<file path="config.mk">
export PLATFORM = sky130hd
export DESIGN_NAME = hazard_ctrl
export DESIGN_NICKNAME = d
export VERILOG_FILES = /design/src/rtl/hazard_ctrl.sv
export SDC_FILE = /design/constraint.sdc
export NUM_CORES = 1
export LEC_CHECK = 0
export BUFFER_PORTS_ARGS = -buffer_cell sky130_fd_sc_hd__buf_2
export CORE_ASPECT_RATIO = 2
export CORE_UTILIZATION = 40
export DETAILED_ROUTE_END_ITERATION = 6
export SLEW_MARGIN = 20
export SYNTH_ARGS = -nofsm -noshare
export SYNTH_HDL_FRONTEND = slang
export SYNTH_SLANG_ARGS = --single-unit
</file>
<file path="constraint.sdc">
create_clock -name CLK -period 3.3 [get_ports CLK]
set_clock_uncertainty 0.15 [all_clocks]
set_input_delay 0.66 -clock CLK [delete_from_list [all_inputs] [get_ports CLK]]
set_output_delay 0.66 -clock CLK [all_outputs]
set_load 0.005 [all_outputs]
</file>
<file path="src/rtl/hazard_ctrl.sv">
// ============================================================================
// hazard_ctrl
// ----------------------------------------------------------------------------
// Scoreboard-based hazard controller for the RV32I pipeline. It sits beside
// the decode stage and counts in-flight register writes that have issued past
// decode. It stalls fetch/decode when the decoded instruction reads a register
// with a pending write, or would push a destination past MAX_INFLIGHT
// outstanding writes. It also holds refill bubbles for FLUSH_CYCLES cycles
// after a pipeline flush. Writeback reports retirement on the register-file
// write port.
//
// Parameters
//   MAX_INFLIGHT  maximum outstanding writes per register (1..3)
//   FLUSH_CYCLES  bubble cycles held after FLUSH (1..15)
//
// Ports
//   CLK, RST            clock, synchronous active-high reset
//   D_VALID             decode holds a valid instruction
//   D_REG_D/S1/S2       rd, rs1, rs2 from decode
//   D_USE_S1/S2         instruction reads rs1 / rs2
//   D_WRITE_D           instruction writes rd
//   E_READY             execute accepts an instruction this cycle
//   W_VALID, W_REG_D    writeback register-file write and its destination
//   FLUSH               redirect; kills everything past decode
//   STALL               hold fetch/decode (combinational)
//   ISSUE               decode instruction advances (combinational)
//   BUSY_MASK           bit n set while register n has a pending write
//   ERR                 sticky: retire to a register with no pending write
//   STALL_CNT           saturating stall-cycle counter
//
// Build option
//   HAZARD_STALL_STATS_EN  when defined, STALL_CNT counts stall cycles;
//                          otherwise the counter is not built and reads 0.
// ============================================================================
module hazard_ctrl #(
    parameter int MAX_INFLIGHT = 3,
    parameter int FLUSH_CYCLES = 2
) (
    input  logic        CLK,
    input  logic        RST,
    input  logic        D_VALID,
    input  logic [4:0]  D_REG_D,
    input  logic [4:0]  D_REG_S1,
    input  logic [4:0]  D_REG_S2,
    input  logic        D_USE_S1,
    input  logic        D_USE_S2,
    input  logic        D_WRITE_D,
    input  logic        E_READY,
    input  logic        W_VALID,
    input  logic [4:0]  W_REG_D,
    input  logic        FLUSH,
    output logic        STALL,
    output logic        ISSUE,
    output logic [31:0] BUSY_MASK,
    output logic        ERR,
    output logic [31:0] STALL_CNT
);

    localparam logic [1:0] MAX_CNT     = 2'(MAX_INFLIGHT);
    localparam logic [3:0] REFILL_LOAD = 4'(FLUSH_CYCLES - 1);

    typedef enum logic [1:0] {
        RUN,
        HOLD,
        REFILL
    } state_t;

    state_t           state, state_next;
    logic [3:0]       refill_cnt, refill_next;
    // Entry 0 exists only so register indices map directly; it stays zero.
    logic [31:0][1:0] pend_cnt, pend_next;
    logic [31:0]      inc_vec, dec_vec;
    logic             err_q, err_next;
    logic             hz_s1, hz_s2, hz_d, hazard;
    logic             orphan_retire;

    // Hazard detection from registered counters and current decode inputs.
    // No bypass: a retire only clears the hazard after its edge has updated
    // the counters, matching the register-file write timing.
    always_comb begin
        hz_s1  = D_USE_S1  & (D_REG_S1 != 5'd0) & (pend_cnt[D_REG_S1] != 2'd0);
        hz_s2  = D_USE_S2  & (D_REG_S2 != 5'd0) & (pend_cnt[D_REG_S2] != 2'd0);
        hz_d   = D_WRITE_D & (D_REG_D  != 5'd0) & (pend_cnt[D_REG_D]  == MAX_CNT);
        hazard = D_VALID & (hz_s1 | hz_s2 | hz_d | ~E_READY);
    end

    // Control FSM next-state and STALL. RUN and HOLD stall identically on the
    // hazard; REFILL forces a stall while the refill counter runs down. A
    // FLUSH seen in REFILL restarts the bubble window.
    always_comb begin
        state_next  = state;
        refill_next = refill_cnt;
        STALL       = hazard;
        case (state)
            RUN: begin
                if (FLUSH) begin
                    state_next  = REFILL;
                    refill_next = REFILL_LOAD;
                end else if (hazard) begin
                    state_next = HOLD;
                end
            end
            HOLD: begin
                if (FLUSH) begin
                    state_next  = REFILL;
                    refill_next = REFILL_LOAD;
                end else if (!hazard) begin
                    state_next = RUN;
                end
            end
            REFILL: begin
                STALL = 1'b1;
                if (FLUSH) begin
                    refill_next = REFILL_LOAD;
                end else if (refill_cnt == 4'd0) begin
                    state_next = RUN;
                end else begin
                    refill_next = refill_cnt - 4'd1;
                end
            end
            default: begin
                state_next = RUN;
            end
        endcase
    end

    assign ISSUE = D_VALID & ~STALL & ~FLUSH;

    // One-hot increment/decrement requests. A retire only decrements when a
    // write is actually pending, so a stray retire never underflows.
    always_comb begin
        inc_vec = '0;
        dec_vec = '0;
        if (ISSUE && D_WRITE_D && (D_REG_D != 5'd0)) begin
            inc_vec[D_REG_D] = 1'b1;
        end
        if (W_VALID && (W_REG_D != 5'd0) && (pend_cnt[W_REG_D] != 2'd0)) begin
            dec_vec[W_REG_D] = 1'b1;
        end
    end

    assign orphan_retire = W_VALID & ~FLUSH & (W_REG_D != 5'd0)
                         & (pend_cnt[W_REG_D] == 2'd0);

    // Counter update. FLUSH wipes every count because killed instructions
    // will never retire; a retire in the flush cycle is ignored. Simultaneous
    // issue and retire on one register cancel out.
    always_comb begin
        pend_next = pend_cnt;
        err_next  = err_q | orphan_retire;
        if (FLUSH) begin
            pend_next = '0;
        end else begin
            for (int r = 1; r < 32; r++) begin
                case ({inc_vec[r], dec_vec[r]})
                    2'b10:   pend_next[r] = pend_cnt[r] + 2'd1;
                    2'b01:   pend_next[r] = pend_cnt[r] - 2'd1;
                    default: pend_next[r] = pend_cnt[r];
                endcase
            end
        end
        pend_next[0] = 2'd0;
    end

    // State registers; reset wins over flush, issue and retire.
    always_ff @(posedge CLK) begin
        if (RST) begin
            state      <= RUN;
            refill_cnt <= 4'd0;
            pend_cnt   <= '0;
            err_q      <= 1'b0;
        end else begin
            state      <= state_next;
            refill_cnt <= refill_next;
            pend_cnt   <= pend_next;
            err_q      <= err_next;
        end
    end

    // Busy mask straight from the registered counters.
    always_comb begin
        BUSY_MASK = '0;
        for (int r = 1; r < 32; r++) begin
            BUSY_MASK[r] = (pend_cnt[r] != 2'd0);
        end
    end

    assign ERR = err_q;

`ifdef HAZARD_STALL_STATS_EN
    logic [31:0] stall_cnt_q;

    // Saturating count of cycles with STALL high; only RST clears it.
    always_ff @(posedge CLK) begin
        if (RST) begin
            stall_cnt_q <= '0;
        end else if (STALL && (stall_cnt_q != 32'hFFFF_FFFF)) begin
            stall_cnt_q <= stall_cnt_q + 32'd1;
        end
    end

    assign STALL_CNT = stall_cnt_q;
`else
    assign STALL_CNT = '0;
`endif

endmodule

</file>
==> impl_metrics.csv, run 1 <==
group,metric,value,unit
logic_synthesis,ys_ff_latch,69,
logic_synthesis,async_flop_share,0,
setup_path,cp_max_fo,9,
sta,hold_viol,0,
clocking,cts_tree,"built",
detailed_routing,dr.first_iter.drc_count,389,
setup_path,critPathCaptureType,"register",
floorplanning,rows,61,
logic_synthesis,yosys-top-cells-area,"dfxtp_1, ha_1, mux4_2",
clocking,clk_pin_slew,60,ps
global_routing,overflow,0,
detailed_routing,vias_per_cell,5.777,
floorplanning,die_w,86.73,µm
sta,slew_headroom,0.4861,
logic_synthesis,synth_edf_count,0,
final_layout,drive_above_1_share,0.4414,
logic_synthesis,yosys.area.top_type,"dfxtp_1",
run,maxCapViolations,0,
clocking,insertion_delay,340,ps
sta,rsz0062_at_grt,"true",
logic_synthesis,syn_inst,699,
sta,setup_tns,-1599,ps
detailed_routing,dr.pass1.iters,5,
setup_path,r2r.worst_path.cells,13,
logic_synthesis,synth-main-ff-cell,"dfxtp_1",
floorplanning,io_pins,96,
final_layout,area_delta_synth_final,50.52,%
final_layout,fill_cells,1247,
worst_hold_path,hold_end,"ERR",
run_status,outcome,"finished with violations",
sta,period_share,1.042,
detailed_routing,wl_per_cell,20.76,µm
clocking,cts_sinks,69,
placed_design,gp_congestion,1.021,
setup_path,crit_type,"input port to register",
placed_design,placedCellCount,1083,
global_routing,grt_pass1_wl,34160,µm
worst_hold_path,min_path_cells,1,
setup_path,r2r_slack,-100,ps
setup_path,r2r_start,"pend_cnt[19]",
logic_synthesis,postSynthAreaPerCell,8.216,µm²
detailed_routing,ant_nets,0,
sta,finalCriticalPeriod,3438,ps
final_layout,final_common_cell,"buf_4",
pwr,ir_worst_vdd,235.3,µV
clocking,htreeDepth,3,
floorplanning,initial_utilization,0.4112,
sta,tightest_slew,770.8,ps
pwr,leakagePower,3.473,nW
sta,slew_viol_final,0,
floorplanning,core-area,13970,µm²
floorplanning,dieArea,14870,µm²
global_routing,antenna_found_initial,0,
sta,setup_ws,-137.6,ps
final_layout,layout_common_cells,"buf_4, nor2_1, dfxtp_1, buf_2, inv_1",
setup_path,rr_endpoint,"pend_cnt[39]",
logic_synthesis,yosys_warnings,0,
final_layout,antenna_cells,0,
worst_hold_path,hold_class,"register to register",
detailed_routing,drcViolationCount,0,
sta,finalSetupViolCount,27,
worst_hold_path,min_from,"ERR",
setup_path,arrival,3550,ps
global_routing,grt_use_total,0.3108,
sta,fmax,0.2909,GHz
clocking,ctsHoldBuffers,0,
clocking,cts_buffers,9,
run_status,violations,"setup timing",
clocking,clockBufferDepth,2,
placed_design,dp_hpwl,17470,µm
detailed_routing,drt-total-wl,23070,µm
setup_path,worstPathRequired,3410,ps
detailed_routing,vias,6418,
global_routing,grt_max_degree,64,
logic_synthesis,synth-seq-area-share,0.2405,
setup_path,cp-start-kind,"input port",
logic_synthesis,synth_top_area_frac,0.2405,
floorplanning,die_y,171.5,µm
final_layout,nets,979,
final_layout,final_cells,1111,
logic_synthesis,syn-cell-area,5743,µm²
global_routing,grt_pass1_vias,6466,
placed_design,port_buffers,62,
logic_synthesis,synthDistinctLibCells,59,
pwr,power.density,253.5,nW/µm²
clocking,cts-root-buf,"clkbuf_16",
logic make-up (layout without fill, tap and decap cells):
kind of cell | Yosys count | in the layout | share of synthesized area
AO/OA/AOI/OAI | 123 | 123 | 0.1294
XOR/XNOR | 62 | 62 | 0.09455
adder cells (fa/ha/maj) | 33 | 33 | 0.07190
buffers and inverters | 111 | 302 | 0.1022
flip-flops | 69 | 69 | 0.2405
multiplexers | 48 | 48 | 0.1303
other | 1 | 33 | 0.0006530
AND/OR/NAND/NOR | 252 | 252 | 0.2305
flip-flops by register name, indices dropped and copies added (netlist names):
signal,flops
pend_cnt,62
refill_cnt,4
state,2
ERR,1
critical path, cell delays in order:
cell and delay, ps:
buf_8 130, or3b_1 350, o211ai_1 130, a21oi_1 130, a211oi_2 250, o211ai_1 220
nor4_4 350, buf_6 200, buf_8 150, nand4_1 170, ha_4 230, xnor2_2 130
or3_1 300, a21oi_1 130
power by group:
group,switching (mW),internal (mW),total [mW]
clock,0.390,0.601,0.992
combinational,0.205,0.154,0.359
sequential,0.00389,0.837,0.841
through the flow:
| stage | setup WS, ps | utilization | power [mW] | cell area, µm² | hold slack (ps) |
|---|---|---|---|---|---|
| CTS | -102.7 | 0.5832 | 2.186 | 8145 | 337.3 |
| global route | -281.7 | 0.6189 | 2.266 | 8645 | 354.8 |
| detailed placement | -691.2 | 0.5426 | 1.173 | 7579 | 322.6 |
| finish | -137.6 | 0.6189 | 2.192 | 8645 | 333.6 |
| floorplan | -68.15 | - | 1.048 | 6137 | 297.0 |
| global placement | -611.6 | 0.5426 | 1.167 | 7579 | 320.1 |
synthesized netlist by cell type, types with 7 or more instances:
master	n
nor2_1	82
dfxtp_1	69
a21oi_1	42
inv_1	39
o21ai_0	39
nor3_1	37
buf_4	33
ha_1	33
or3_1	32
xnor2_1	31
xor2_1	31
clkbuf_1	23
mux2i_1	23
nand3_1	19
mux4_2	18
nand2_1	16
nor4_1	13
nand4_1	9
nand4b_1	9
buf_2	7
nand2b_1	7
o22ai_1	7
what timing repair did:
| item | in CTS | in global routing |
|---|---|---|
| setup endpoints to repair | 64 | 63 |
| cloned | 2 | 2 |
| resized for setup | 53 | 88 |
| pin swaps | 19 | 49 |
| buffers inserted | 6 | 4 |
metal layers:
layer  share of wire  GRT usage  vias up
li1                -          -     2879
met3           0.051    0.03935      120
met2            0.51     0.5562      319
met5               0          0        -
met4           0.094     0.2652        0
met1            0.34     0.3115     3100
worst max-delay path by stage:
stage          slack, ps        start      endpoint
2_1_floorplan        -70   D_REG_D[0]   pend_cnt[5]
3_3_place_gp        -610   D_REG_D[0]   pend_cnt[5]
3_5_place_dp        -690   D_REG_D[0]  pend_cnt[17]
4_1_cts             -100   D_REG_D[0]  pend_cnt[17]
5_1_grt             -280  D_REG_S2[2]  pend_cnt[39]
6_report            -140  D_REG_S2[1]  pend_cnt[39]
area by class of cell:
cell class / instances / area (µm²) / area share
tap: 189 / 236.5 / 0.02736
sequential: 69 / 1393 / 0.1611
timing repair buffer: 247 / 1958 / 0.2265
multi-input combinational: 551 / 4618 / 0.5342
clock buffer: 11 / 242.7 / 0.02808
inverter: 39 / 146.4 / 0.01693
clock inverter: 5 / 50.05 / 0.005790
No activity file was read; power rests on OpenSTA's default activity.
==> run 2, diff against run 1 <==
--- a/config.mk
+++ b/config.mk
@@ -9,6 +9,7 @@
 export CORE_ASPECT_RATIO = 2
 export CORE_UTILIZATION = 40
 export DETAILED_ROUTE_END_ITERATION = 6
+export SKIP_LAST_GASP = 1
 export SLEW_MARGIN = 20
 export SYNTH_ARGS = -nofsm -noshare
 export SYNTH_HDL_FRONTEND = slang
==> constraint.sdc (replaced) <==
create_clock -name CLK -period 4.2 [get_ports CLK]
set_clock_uncertainty 0.15 [all_clocks]
set_input_delay 0.84 -clock CLK [delete_from_list [all_inputs] [get_ports CLK]]
set_output_delay 0.84 -clock CLK [all_outputs]
set_load 0.005 [all_outputs]
==> impl_metrics.csv, run 2 (synthesis results as in run 1) <==
group,metric,value,unit
run_status,outcome,"completed",
sta,slew_viol_final,0,
global_routing,grt_pass1_vias,5287,
detailed_routing,drcViolationCount,0,
final_layout,antenna_cells,0,
worst_hold_path,hold_class,"register to register",
sta,tightest_slew,926.4,ps
detailed_routing,vias_per_cell,5.801,
detailed_routing,wl_per_cell,19.39,µm
sta,period_share,0.9679,
floorplanning,die_w,86.73,µm
global_routing,grt_pass1_wl,28210,µm
detailed_routing,drt-total-wl,18400,µm
global_routing,antenna_found_initial,0,
global_routing,grt_use_total,0.2558,
setup_path,critPathSlowestCell,"a221oi_1",
floorplanning,core-area,13970,µm²
detailed_routing,vias,5505,
clocking,clockBufferDepth,2,
floorplanning,initial_utilization,0.4112,
setup_path,cp_max_fo,16,
final_layout,largest_registers,"pend_cnt x62, refill_cnt x4, state x2",
clocking,cts-root-buf,"clkbuf_16",
setup_path,worstPathRequired,3210,ps
sta,finalSetupViolCount,0,
global_routing,overflow,0,
clocking,post_cts_buffers,0,
clocking,htreeDepth,3,
final_layout,max_flop_register,"pend_cnt",
setup_path,crit_type,"input port to primary output",
sta,finalCriticalPeriod,4065,ps
final_layout,layout_common_cells,"nor2_1, dfxtp_1, buf_2, a21oi_1",
sta,rsz0062_at_grt,"false",
sta,slew_headroom,0.3824,
setup_path,crit_path_frequent_cell,"buf_4",
setup_path,arrival,3080,ps
floorplanning,io_pins,96,
placed_design,gp_congestion,1.015,
sta,hold_ws,337.9,ps
final_layout,nets,817,
detailed_routing,ant_nets,0,
pwr,p_total,1.659,mW
sta,fmax,0.2460,GHz
final_layout,area_delta_synth_final,12.75,%
placed_design,port_buffers,62,
clocking,clk_pin_slew,50,ps
detailed_routing,dr.pass1.iters,5,
final_layout,drive_above_1_share,0.1803,
setup_path,crit_chain,"clkbuf_4, buf_4, mux2i_1, o32ai_1, a221oi_1, nand4_1, o31a_1, a211oi_2, buf_4, and2_1, buf_2",
setup_path,critPathMaxStageDelay,350,ps
setup_path,cp-start-kind,"input port",
clocking,cts_sinks,69,
setup_path,critPathCaptureType,"primary output",
final_layout,fill_cells,1408,
global_routing,grt_max_degree,45,
detailed_routing,dr.first_iter.drc_count,360,
final_layout,largest_reg_flops,62,
floorplanning,dieArea,14870,µm²
floorplanning,die_y,171.5,µm
run,maxCapViolations,0,
clocking,insertion_delay,350,ps
clocking,cts_tree,"built",
pwr,power.density,256.2,nW/µm²
pwr,ir_worst_vdd,193.3,µV
placed_design,dp_hpwl,14090,µm
sta,hold_viol,0,
pwr,leakagePower,2.545,nW
floorplanning,rows,61,
final_layout,final_common_cell,"nor2_1",
clocking,cts_buffers,9,
==> run 2: path summary, 6_finish.rpt <==
check | end | startpoint | slack (ps) | cells after the start
setup / recovery | ISSUE | D_REG_D[0] | 130 | 11
hold / removal | ERR | ERR | 340 | 1
setup reg to reg | pend_cnt[21] | pend_cnt[42] | 600 | 11
hold reg to reg | ERR | ERR | 340 | 1
==> run 2: worst max-delay path: cells and delay by family <==
family | cells | cell delay (ps)
AO/OA/AOI/OAI | 4 | 900
AND/OR/NAND/NOR | 2 | 270
multiplexers | 1 | 270
buffers and inverters | 4 | 790
==> run 2: per-stage QoR <==
stage / setup WS (ps) / std cells / instance area [µm²] / util / TNS (ps)
2_1_floorplan: 553.2 / 731 / 5863 / - / 0
3_3_place_gp: 30.13 / 933 / 6155 / 0.4407 / 0
3_5_place_dp: -35.01 / 933 / 6155 / 0.4407 / -270.9
4_1_cts: 61.56 / 949 / 6467 / 0.4630 / 0
5_1_grt: 54.38 / 949 / 6475 / 0.4636 / 0
6_report: 134.7 / 949 / 6475 / 0.4636 / 0
==> run 2: layout make-up <==
class	instances	area, µm²	area share
inverter	39	146.4	0.02261
clock inverter	3	42.54	0.006570
clock buffer	13	270.3	0.04174
timing repair buffer	85	498.0	0.07691
sequential	69	1381	0.2133
tap	189	236.5	0.03652
multi-input combinational	551	3900	0.6023
==> run 2: per-layer routing <==
layer | wire, µm | GRT usage
met2 | 9162 | 0.4400
met1 | 6717 | 0.2716
met3 | 1053 | 0.04511
met5 | 0 | 0
met4 | 1466 | 0.2000
==> run 2: what timing repair did <==
action / in CTS / in global routing
setup endpoints to repair: 0 / 2
resized for setup: 0 / 2
hold buffers: 0 / 0
hold endpoints to repair: 0 / 0
==> run 2: report_power, final <==
group          total (mW)  internal (mW)  switching, mW
clock               0.807          0.508          0.300
sequential          0.661          0.658        0.00318
combinational       0.190         0.0634          0.127
total                1.66           1.23          0.430
